==> src/rtl/hamming_pkg.sv <==
// Shared (7,4) Hamming definitions for the serial encoder and decoder.
// Codeword positions 1..7 are held as cw[6:0], with cw[6] holding position 1.
package hamming_pkg;

  localparam int CW_W   = 7;
  localparam int DATA_W = 4;
  localparam int SYN_W  = 3;

  // Vector index of each 1-based codeword position
  localparam int POS1 = 6;
  localparam int POS2 = 5;
  localparam int POS3 = 4;
  localparam int POS4 = 3;
  localparam int POS5 = 2;
  localparam int POS6 = 1;
  localparam int POS7 = 0;

  typedef enum logic {SER_IDLE, SER_SHIFT} ser_state_t;

  // Returns {s3,s2,s1}; a nonzero value is the 1-based position in error
  function automatic logic [SYN_W-1:0] hamming_syndrome(input logic [CW_W-1:0] cw);
    logic s1, s2, s3;
    s1 = cw[POS1] ^ cw[POS3] ^ cw[POS5] ^ cw[POS7];
    s2 = cw[POS2] ^ cw[POS3] ^ cw[POS6] ^ cw[POS7];
    s3 = cw[POS4] ^ cw[POS5] ^ cw[POS6] ^ cw[POS7];
    return {s3, s2, s1};
  endfunction

  function automatic logic [CW_W-1:0] hamming_correct(input logic [CW_W-1:0] cw,
                                                      input logic [SYN_W-1:0] syn);
    logic [CW_W-1:0] fixed;
    fixed = cw;
    if (syn != '0) fixed[3'd7 - syn] = ~fixed[3'd7 - syn];
    return fixed;
  endfunction

  function automatic logic [DATA_W-1:0] hamming_data(input logic [CW_W-1:0] cw);
    return {cw[POS3], cw[POS5], cw[POS6], cw[POS7]};
  endfunction

endpackage

==> src/rtl/hamming_serializer.sv <==
// One-entry holding buffer feeding a 4-bit valid/ready serializer, with sticky overrun.
// Handshake: a bit transfers on a cycle where s_out_valid && s_out_ready; s_out is held while stalled.
module hamming_serializer
  import hamming_pkg::*;
#(
  parameter bit OUT_MSB_FIRST = 1'b1
) (
  input  logic              clk,
  input  logic              reset,
  input  logic              wr_valid,
  input  logic [DATA_W-1:0] wr_data,
  output logic              s_out,
  output logic              s_out_valid,
  input  logic              s_out_ready,
  output logic              overrun
);

  ser_state_t        state, state_next;
  logic [1:0]        idx, idx_next;
  logic [DATA_W-1:0] shreg, shreg_next;
  logic              hold_full;
  logic [DATA_W-1:0] hold_data;
  logic              drain;

  always_comb begin
    state_next  = state;
    idx_next    = idx;
    shreg_next  = shreg;
    drain       = 1'b0;
    s_out_valid = 1'b0;
    s_out       = 1'b0;
    case (state)
      SER_IDLE: begin
        if (hold_full) begin
          drain      = 1'b1;
          shreg_next = hold_data;
          idx_next   = 2'd0;
          state_next = SER_SHIFT;
        end
      end
      SER_SHIFT: begin
        s_out_valid = 1'b1;
        s_out       = OUT_MSB_FIRST ? shreg[2'd3 - idx] : shreg[idx];
        if (s_out_ready) begin
          if (idx == 2'd3) begin
            idx_next = 2'd0;
            // Reload straight from the buffer so consecutive nibbles leave without a bubble
            if (hold_full) begin
              drain      = 1'b1;
              shreg_next = hold_data;
            end else begin
              state_next = SER_IDLE;
            end
          end else begin
            idx_next = idx + 2'd1;
          end
        end
      end
      default: state_next = SER_IDLE;
    endcase
  end

  always_ff @(posedge clk) begin
    if (reset) begin
      state     <= SER_IDLE;
      idx       <= 2'd0;
      shreg     <= '0;
      hold_full <= 1'b0;
      hold_data <= '0;
      overrun   <= 1'b0;
    end else begin
      state <= state_next;
      idx   <= idx_next;
      shreg <= shreg_next;
      // A write that coincides with a drain is accepted; otherwise a full buffer drops it
      if (wr_valid && hold_full && !drain) begin
        overrun <= 1'b1;
      end else if (wr_valid) begin
        hold_full <= 1'b1;
        hold_data <= wr_data;
      end else if (drain) begin
        hold_full <= 1'b0;
      end
    end
  end

endmodule

==> src/rtl/hamming_decoder.sv <==
// Serial (7,4) Hamming decoder: deserialize, correct single-bit errors, re-serialize data.
// Optional corrected-error counter port err_count is enabled by defining HAMMING_DEC_ERR_CNT_EN.
module hamming_decoder
  import hamming_pkg::*;
#(
  parameter bit IN_MSB_FIRST  = 1'b1,
  parameter bit OUT_MSB_FIRST = 1'b1,
  parameter int ERR_CNT_WIDTH = 8
) (
  input  logic              clk,
  input  logic              reset,
  input  logic              s_in,
  input  logic              s_in_valid,
  input  logic              frame_sync,
  output logic              s_out,
  output logic              s_out_valid,
  input  logic              s_out_ready,
  output logic [DATA_W-1:0] data_out,
  output logic              data_valid,
  output logic [SYN_W-1:0]  syndrome,
  output logic              err_corrected,
  output logic              overrun
`ifdef HAMMING_DEC_ERR_CNT_EN
  ,
  output logic [ERR_CNT_WIDTH-1:0] err_count
`endif
);

  logic [2:0]       bit_cnt, eff_cnt, wr_idx;
  logic [CW_W-1:0]  cw_reg, cw_next, cw_fixed;
  logic [SYN_W-1:0] syn_next;
  logic             word_done;

  // cw_next is the word including the bit arriving now, so the 7th bit decodes immediately
  always_comb begin
    eff_cnt          = frame_sync ? 3'd0 : bit_cnt;
    wr_idx           = IN_MSB_FIRST ? (3'd6 - eff_cnt) : eff_cnt;
    cw_next          = cw_reg;
    cw_next[wr_idx]  = s_in;
    word_done        = s_in_valid && (eff_cnt == 3'd6);
    syn_next         = hamming_syndrome(cw_next);
    cw_fixed         = hamming_correct(cw_next, syn_next);
  end

  always_ff @(posedge clk) begin
    if (reset) begin
      bit_cnt       <= 3'd0;
      cw_reg        <= '0;
      data_valid    <= 1'b0;
      data_out      <= '0;
      syndrome      <= '0;
      err_corrected <= 1'b0;
    end else begin
      data_valid <= word_done;
      if (s_in_valid) begin
        cw_reg  <= cw_next;
        bit_cnt <= (eff_cnt == 3'd6) ? 3'd0 : eff_cnt + 3'd1;
      end else if (frame_sync) begin
        bit_cnt <= 3'd0;
      end
      if (word_done) begin
        data_out      <= hamming_data(cw_fixed);
        syndrome      <= syn_next;
        err_corrected <= (syn_next != '0);
      end
    end
  end

`ifdef HAMMING_DEC_ERR_CNT_EN
  always_ff @(posedge clk) begin
    if (reset) begin
      err_count <= '0;
    end else if (word_done && (syn_next != '0) && (err_count != '1)) begin
      err_count <= err_count + 1'b1;
    end
  end
`else
  logic [31:0] err_cnt_width_unused;
  assign err_cnt_width_unused = ERR_CNT_WIDTH;
`endif

  hamming_serializer #(
    .OUT_MSB_FIRST(OUT_MSB_FIRST)
  ) u_ser (
    .clk        (clk),
    .reset      (reset),
    .wr_valid   (data_valid),
    .wr_data    (data_out),
    .s_out      (s_out),
    .s_out_valid(s_out_valid),
    .s_out_ready(s_out_ready),
    .overrun    (overrun)
  );

endmodule

==> config.mk <==
export PLATFORM = sky130hd
export DESIGN_NAME = hamming_decoder
export DESIGN_NICKNAME = d
export VERILOG_FILES = /design/src/rtl/hamming_pkg.sv /design/src/rtl/hamming_serializer.sv /design/src/rtl/hamming_decoder.sv
export SDC_FILE = /design/constraint.sdc
export NUM_CORES = 1
export LEC_CHECK = 0
export CAP_MARGIN = 30
export CORE_ASPECT_RATIO = 1.5
export CORE_MARGIN = 2
export CORE_UTILIZATION = 40
export CTS_CLUSTER_DIAMETER = 150
export DETAILED_ROUTE_END_ITERATION = 8
export PLACE_DENSITY = 0.67
export SLEW_MARGIN = 0
export SYNTH_ARGS = -nofsm -noshare
export SYNTH_HDL_FRONTEND = slang
export SYNTH_SLANG_ARGS = --single-unit
==> constraint.sdc <==
create_clock -name clk -period 4.3 [get_ports clk]
set_input_delay 0.86 -clock clk [delete_from_list [all_inputs] [get_ports clk]]
set_output_delay 0.86 -clock clk [all_outputs]
set_load 0.05 [all_outputs]
==> results.json, run 1 <==
{
  "drtAntennaViolNets": 0,
  "grt_overflow": 0,
  "netlist_top_cells_area": "dfxtp_1 (34%), mux2i_1 (9.6%), nor2_1 (7.8%), mux2i_4 (4.8%), nand2b_1 (3.3%)",
  "root_buffer": "clkbuf_8",
  "worstPathCellList": "clkdlybuf4s50_1 > nand2b_1 > ha_1 > nand3_1 > mux2i_4 > xnor3_1 > xnor2_2 > nand2b_1 > mux2i_1 > o21ai_1",
  "cellLeakagePower_nw": 0.844,
  "grt_setup_unrepaired": "false",
  "synthCells": 211,
  "wirelength_um": 3630,
  "drive_gt1_share_pct": 11.0,
  "synth_nets": 219,
  "clock_latency_ns": 0.28,
  "cts_setup_buffers": 0,
  "port_buffers": 17,
  "status": "completed",
  "cp-end-kind": "register",
  "cts.sinks": 32,
  "min_period_ns": 3.39,
  "final_net_count": 235,
  "criticalPathCategory": "primary input to register",
  "synth-edff-count": 0,
  "ioPinCount": 18,
  "drc": 0,
  "slowest_stage": "mux2i_4",
  "die-width_um": 60.0,
  "ys_seq_area_share_pct": 34.0,
  "max_slew_margin_pct": 61.5,
  "finClkSkew_ns": 0.00538,
  "crit_top_cell": "nand2b_1",
  "gp_congestion": 0.742,
  "cp_slowest_stage_delay_ns": 0.45,
  "std_cell_rows": 30,
  "initial_utilization_pct": 41.5,
  "synth_top_area_share_pct": 34.0,
  "synth_top_area_cell": "dfxtp_1",
  "worstPathArrival_ns": 3.56,
  "maxSlewViolCount": 0,
  "diodes": 0,
  "async_reset_ff_share_pct": 0,
  "clockBufferDepth": 2,
  "crit_path_max_fanout": 13,
  "clkPwrFrac_pct": 41.2,
  "drt_iter0_drc": 59,
  "post_drt_wl_per_cell_um": 12.4,
  "cts_buffers": 5,
  "final_util_pct": 48.9,
  "p_sw_mw": 0.176,
  "powerDensity_mw_per_mm2": 311,
  "grt_pass1_wl_um": 6480,
  "syn_area_per_cell_sq_um": 8.92,
  "switching_share_pct": 25.5,
  "path_buf_inv": 1,
  "vias": 1500,
  "crit_required_ns": 4.48,
  "ir_drop_v": 0.000134,
  "netlist_top_cells_count": "nor2_1 (39), dfxtp_1 (32), mux2i_1 (18), nand2_1 (15), nand2b_1 (10)",
  "hold_viol": 0,
  "avgViaCountPerCell": 5.14,
  "synth_warnings": 0,
  "grt_pass1_vias": 1439,
  "combPwrFrac_pct": 14.6,
  "chipHeight_um": 88.0,
  "tightest_slew_ns": 0.575,
  "clock.fmax_mhz": 295,
  "synth_seq_cells": 32,
  "grt_max_degree": 32,
  "crit_family": "XOR/XNOR gates",
  "post-synth-top-count-cell": "nor2_1",
  "cts_tree": "built",
  "cts_htree_levels": 2,
  "internal-power_mw": 0.515,
  "largest_reg_flops": 7,
  "cap_violations": 0,
  "clkSlewWorstSetupHoldPaths_ns": 0.07,
  "dp_hpwl_um": 2660,
  "syn_area_sq_mm": 0.00188,
  "critPathLaunchType": "primary input",
  "holdBufCountCts": 0,
  "tns_ns": 0,
  "setup_viol": 0,
  "ys.flop_type": "dfxtp_1",
  "fin_crit_sh_pct": 78.8,
  "track_usage_pct": 16.2,
  "core-area_sq_mm": 0.00454,
  "power_frac_seq_pct": 44.2,
  "ctsResizeCount": 0,
  "syn_to_final_growth_pct": 17.9,
  "synth.distinct_cells": 49,
  "hp-class": "register to register",
  "power_mw": 0.691,
  "antenna_found_initial": 0,
  "drt-pass1-iter-count": 4,
  "die-area_sq_mm": 0.00528
}
-- layout by cell type (no fill, tap or decap), drive strengths merged, types with 4 or more instances in the layout --
cell / Yosys / final
nand3: 5 / 5
nand2b: 10 / 10
o21ai: 4 / 4
nor3: 5 / 5
buf: 5 / 5
nor2: 39 / 39
a21oi: 8 / 8
mux2i: 22 / 22
xnor2: 7 / 7
clkdlybuf4s50: 0 / 17
dfxtp: 32 / 32
clkbuf: 8 / 5
nand2: 15 / 15
a211oi: 7 / 7
-- cells by family (layout without fill, tap and decap cells) --
group / after synthesis / after routing / share of synthesized area, %
AO/OA/AOI/OAI: 34 / 34 / 12.4
XOR/XNOR: 12 / 12 / 7.84
adder cells (fa/ha/maj): 2 / 2 / 1.33
buffers and inverters: 16 / 33 / 3.92
flip-flops: 32 / 32 / 34.0
multiplexers: 24 / 24 / 16.1
AND/OR/NAND/NOR: 91 / 91 / 24.4
-- power by group through the flow --
stage               clock (mW)  combinational (mW)  sequential (mW)
finish                   0.285               0.101            0.306
global route             0.309               0.112            0.306
CTS                      0.293               0.101            0.306
detailed placement           0              0.0998            0.312
global placement             0              0.0987            0.312
floorplan                    0              0.0805            0.310
-- worst min-delay path, stage by stage (launching register included) --
cell	delay [ns]
dfxtp_1	0.32
a31oi_1	0.04
nor2_1	0.07
-- metrics by stage --
step,area [sq um],cells,hold slack (ns),setup slack (ns)
6_report,2220,292,0.467,0.913
4_1_cts,2220,292,0.473,0.905
2_1_floorplan,1880,211,0.458,1.22
3_3_place_gp,2110,284,0.453,0.671
5_1_grt,2220,292,0.516,0.712
3_5_place_dp,2110,284,0.456,0.603
-- final cells by class --
type	instances	area (sq um)
Fill cell	434	2320
Multi-Input combinational cell	163	1170
Sequential cell	32	641
Timing Repair Buffer	22	208
Tap cell	64	80.1
Clock buffer	5	68.8
Clock inverter	3	42.5
Inverter	3	11.3
-- final timing paths --
kind / startpoint / end / slack (ns) / depth (start not counted)
worst min register to register: u_ser.overrun / u_ser.overrun / 0.47 / 2
worst max register to register: bit_cnt[0] / data_out[3] / 1.40 / 9
worst max-delay path: frame_sync / data_out[3] / 0.91 / 10
worst min-delay path: u_ser.overrun / u_ser.overrun / 0.47 / 2
-- layer usage --
metal | GRT usage, % | wire, um | vias up
li1 | - | - | 777
met1 | 17.6 | 1570 | 694
met2 | 28.0 | 1890 | 22
met3 | 3.99 | 72 | 7
met4 | 8.69 | 107 | 0
met5 | 0 | 0 | -
No activity file was read; power rests on OpenSTA's default activity.
==> inputs of run 2 (changes only) <==
Settings changed: PLACE_DENSITY 0.67 to 0.69.
Clock period 4.3 ns to 2.8 ns, I/O delays scaled along.
==> run 2 against run 1 <==
Effect of this change: worst setup slack lost 0.70 ns; sequential share of layout area shrank 3.8 points; worst hold slack gained 0.016 ns; first-iteration DRC count grew 24%; global-route usage grew 1.3 points; final area grew 15%; clock power grew 54%; sequential cell count is the same; largest power group unchanged.
==> results.json, run 2 (synthesis results as in run 1) <==
{
  "crit_path_max_fanout": 3,
  "grt_pass1_vias": 1629,
  "clock_latency_ns": 0.29,
  "drt-pass1-iter-count": 4,
  "maxSlewViolCount": 0,
  "layout_common_cells": "nor2_1 (39), buf_4 (39), dfxtp_1 (32)",
  "status": "completed",
  "worstPathCellList": "mux4_2 > and2_1 > clkdlybuf4s50_1",
  "cap_violations": 0,
  "port_buffers": 17,
  "powerDensity_mw_per_mm2": 444,
  "worst_hold_slack_ns": 0.482,
  "fin_crit_sh_pct": 92.4,
  "path_buf_inv": 1,
  "dp_slack_ns": -0.384,
  "worstPathArrival_ns": 2.03,
  "antenna_found_initial": 0,
  "std_cell_rows": 30,
  "min_path_cells": 2,
  "crit_required_ns": 2.24,
  "power_mw": 1.13,
  "dp.cells": 315,
  "cts_tree": "built",
  "gp_congestion": 0.805,
  "cp-end-kind": "output port",
  "r2r_end": "data_out[2]",
  "criticalPathCategory": "register to output port",
  "drt_iter0_drc": 73,
  "r2r_slack_ns": 0.23,
  "tns_ns": 0,
  "die-width_um": 60.0,
  "clock.fmax_mhz": 386,
  "grt_overflow": 0,
  "drtAntennaViolNets": 0,
  "critPathLaunchType": "register",
  "cts_buffers": 5,
  "wirelength_um": 4010,
  "post_drt_wl_per_cell_um": 12.3,
  "fillers": 418,
  "ioPinCount": 18,
  "slowest_stage": "clkdlybuf4s50_1",
  "drive_gt1_share_pct": 25.9,
  "hold_viol": 0,
  "diodes": 0,
  "finClkSkew_ns": 0.00696,
  "vias": 1640,
  "setup_viol": 0,
  "grt_setup_unrepaired": "false",
  "die-area_sq_mm": 0.00528,
  "regToRegStartpoint": "bit_cnt[0]",
  "ir_drop_v": 0.000213,
  "avgViaCountPerCell": 5.02,
  "initial_utilization_pct": 41.5,
  "min_period_ns": 2.59,
  "fin_cells": 327,
  "crit_family": "buffers and inverters",
  "r2r_cells": 11,
  "final_net_count": 270,
  "chipHeight_um": 88.0,
  "clkSlewWorstSetupHoldPaths_ns": 0.07,
  "core-area_sq_mm": 0.00454,
  "dp_hpwl_um": 2990,
  "clockBufferDepth": 2,
  "cts.sinks": 32,
  "hp-class": "register to register",
  "tightest_slew_ns": 0.513,
  "max_slew_margin_pct": 65.7,
  "root_buffer": "clkbuf_8",
  "drc": 0,
  "cellLeakagePower_nw": 1.04,
  "track_usage_pct": 17.5,
  "holdBufCountCts": 0,
  "cp_slowest_stage_delay_ns": 0.69,
  "grt_pass1_wl_um": 7110,
  "largest_reg_flops": 7,
  "setup_ws_ns": 0.212,
  "hp-start": "data_out[2]",
  "min_to": "data_out[2]",
  "grt_max_degree": 31,
  "syn_to_final_growth_pct": 35.6,
  "cts_htree_levels": 2
}
## run 2: cell count changes in the layout (fill, tap and decap cells not counted), sizes merged
cell and delta:
buf +35, clkdlybuf4s50 -1, dlymetal6s2s +1
## run 2: worst max path at each step
stage,slack [ns],cells after the start,to,startpoint
floorplan,0.02,10,data_out[2],frame_sync
detailed placement,-0.38,10,data_out[2],frame_sync
global placement,-0.32,10,data_out[2],frame_sync
global route,0.01,11,data_out[2],bit_cnt[0]
CTS,-0.001,12,data_out[1],frame_sync
finish,0.21,3,s_out,u_ser.idx[1]
## run 2: where the power goes
part	leakage [nW]	switching, mW	total [mW]	internal (mW)
logic	0.722	0.103	0.226	0.122
clock network	0.0541	0.175	0.438	0.263
registers	0.259	0.00789	0.470	0.462
total	1.04	0.287	1.13	0.847
## run 2: through the flow
stage                     utilization (%)  instance area [sq um]
after global placement               51.8                   2350
after floorplan                         -                   1880
final                                56.2                   2550
after detailed placement             51.8                   2350
after CTS                            55.7                   2530
after global routing                 56.2                   2550
## run 2: cell type report
| type | instances | area (sq um) | area share (%) |
|---|---|---|---|
| flip-flops and latches | 32 | 641 | 25.1 |
| well taps | 64 | 80.1 | 3.14 |
| clock buffers | 5 | 68.8 | 2.69 |
| clock inverters | 3 | 42.5 | 1.67 |
| inverters | 3 | 11.3 | 0.441 |
| repair buffers | 57 | 485 | 19.0 |
| multi-input cells | 163 | 1220 | 48.0 |
## run 2: routing by layer
metal,wire length (um),vias up,track usage (%)
met1,1650,770,18.6
met4,90,0,8.08
li1,-,849,-
met2,2210,15,31.7
met3,62,6,3.69
met5,0,-,0
## run 2: worst reg2reg max path, cell delays in order (launching register included)
cell,delay [ns]
dfxtp_1,0.49
nor2b_4,0.25
ha_4,0.23
o21ai_2,0.07
mux2i_1,0.23
buf_4,0.18
buf_4,0.13
xnor3_1,0.44
nor2_1,0.17
nand2_1,0.08
nor4_2,0.14
o21ai_1,0.07
## run 2: repair_timing
item | in CTS | in global routing
cloned | 0 | 0
pin swaps | 3 | 0
setup buffers | 2 | 2
setup endpoints to repair | 3 | 5
resized for setup | 9 | 2
endpoints found under the hold margin | 0 | 0
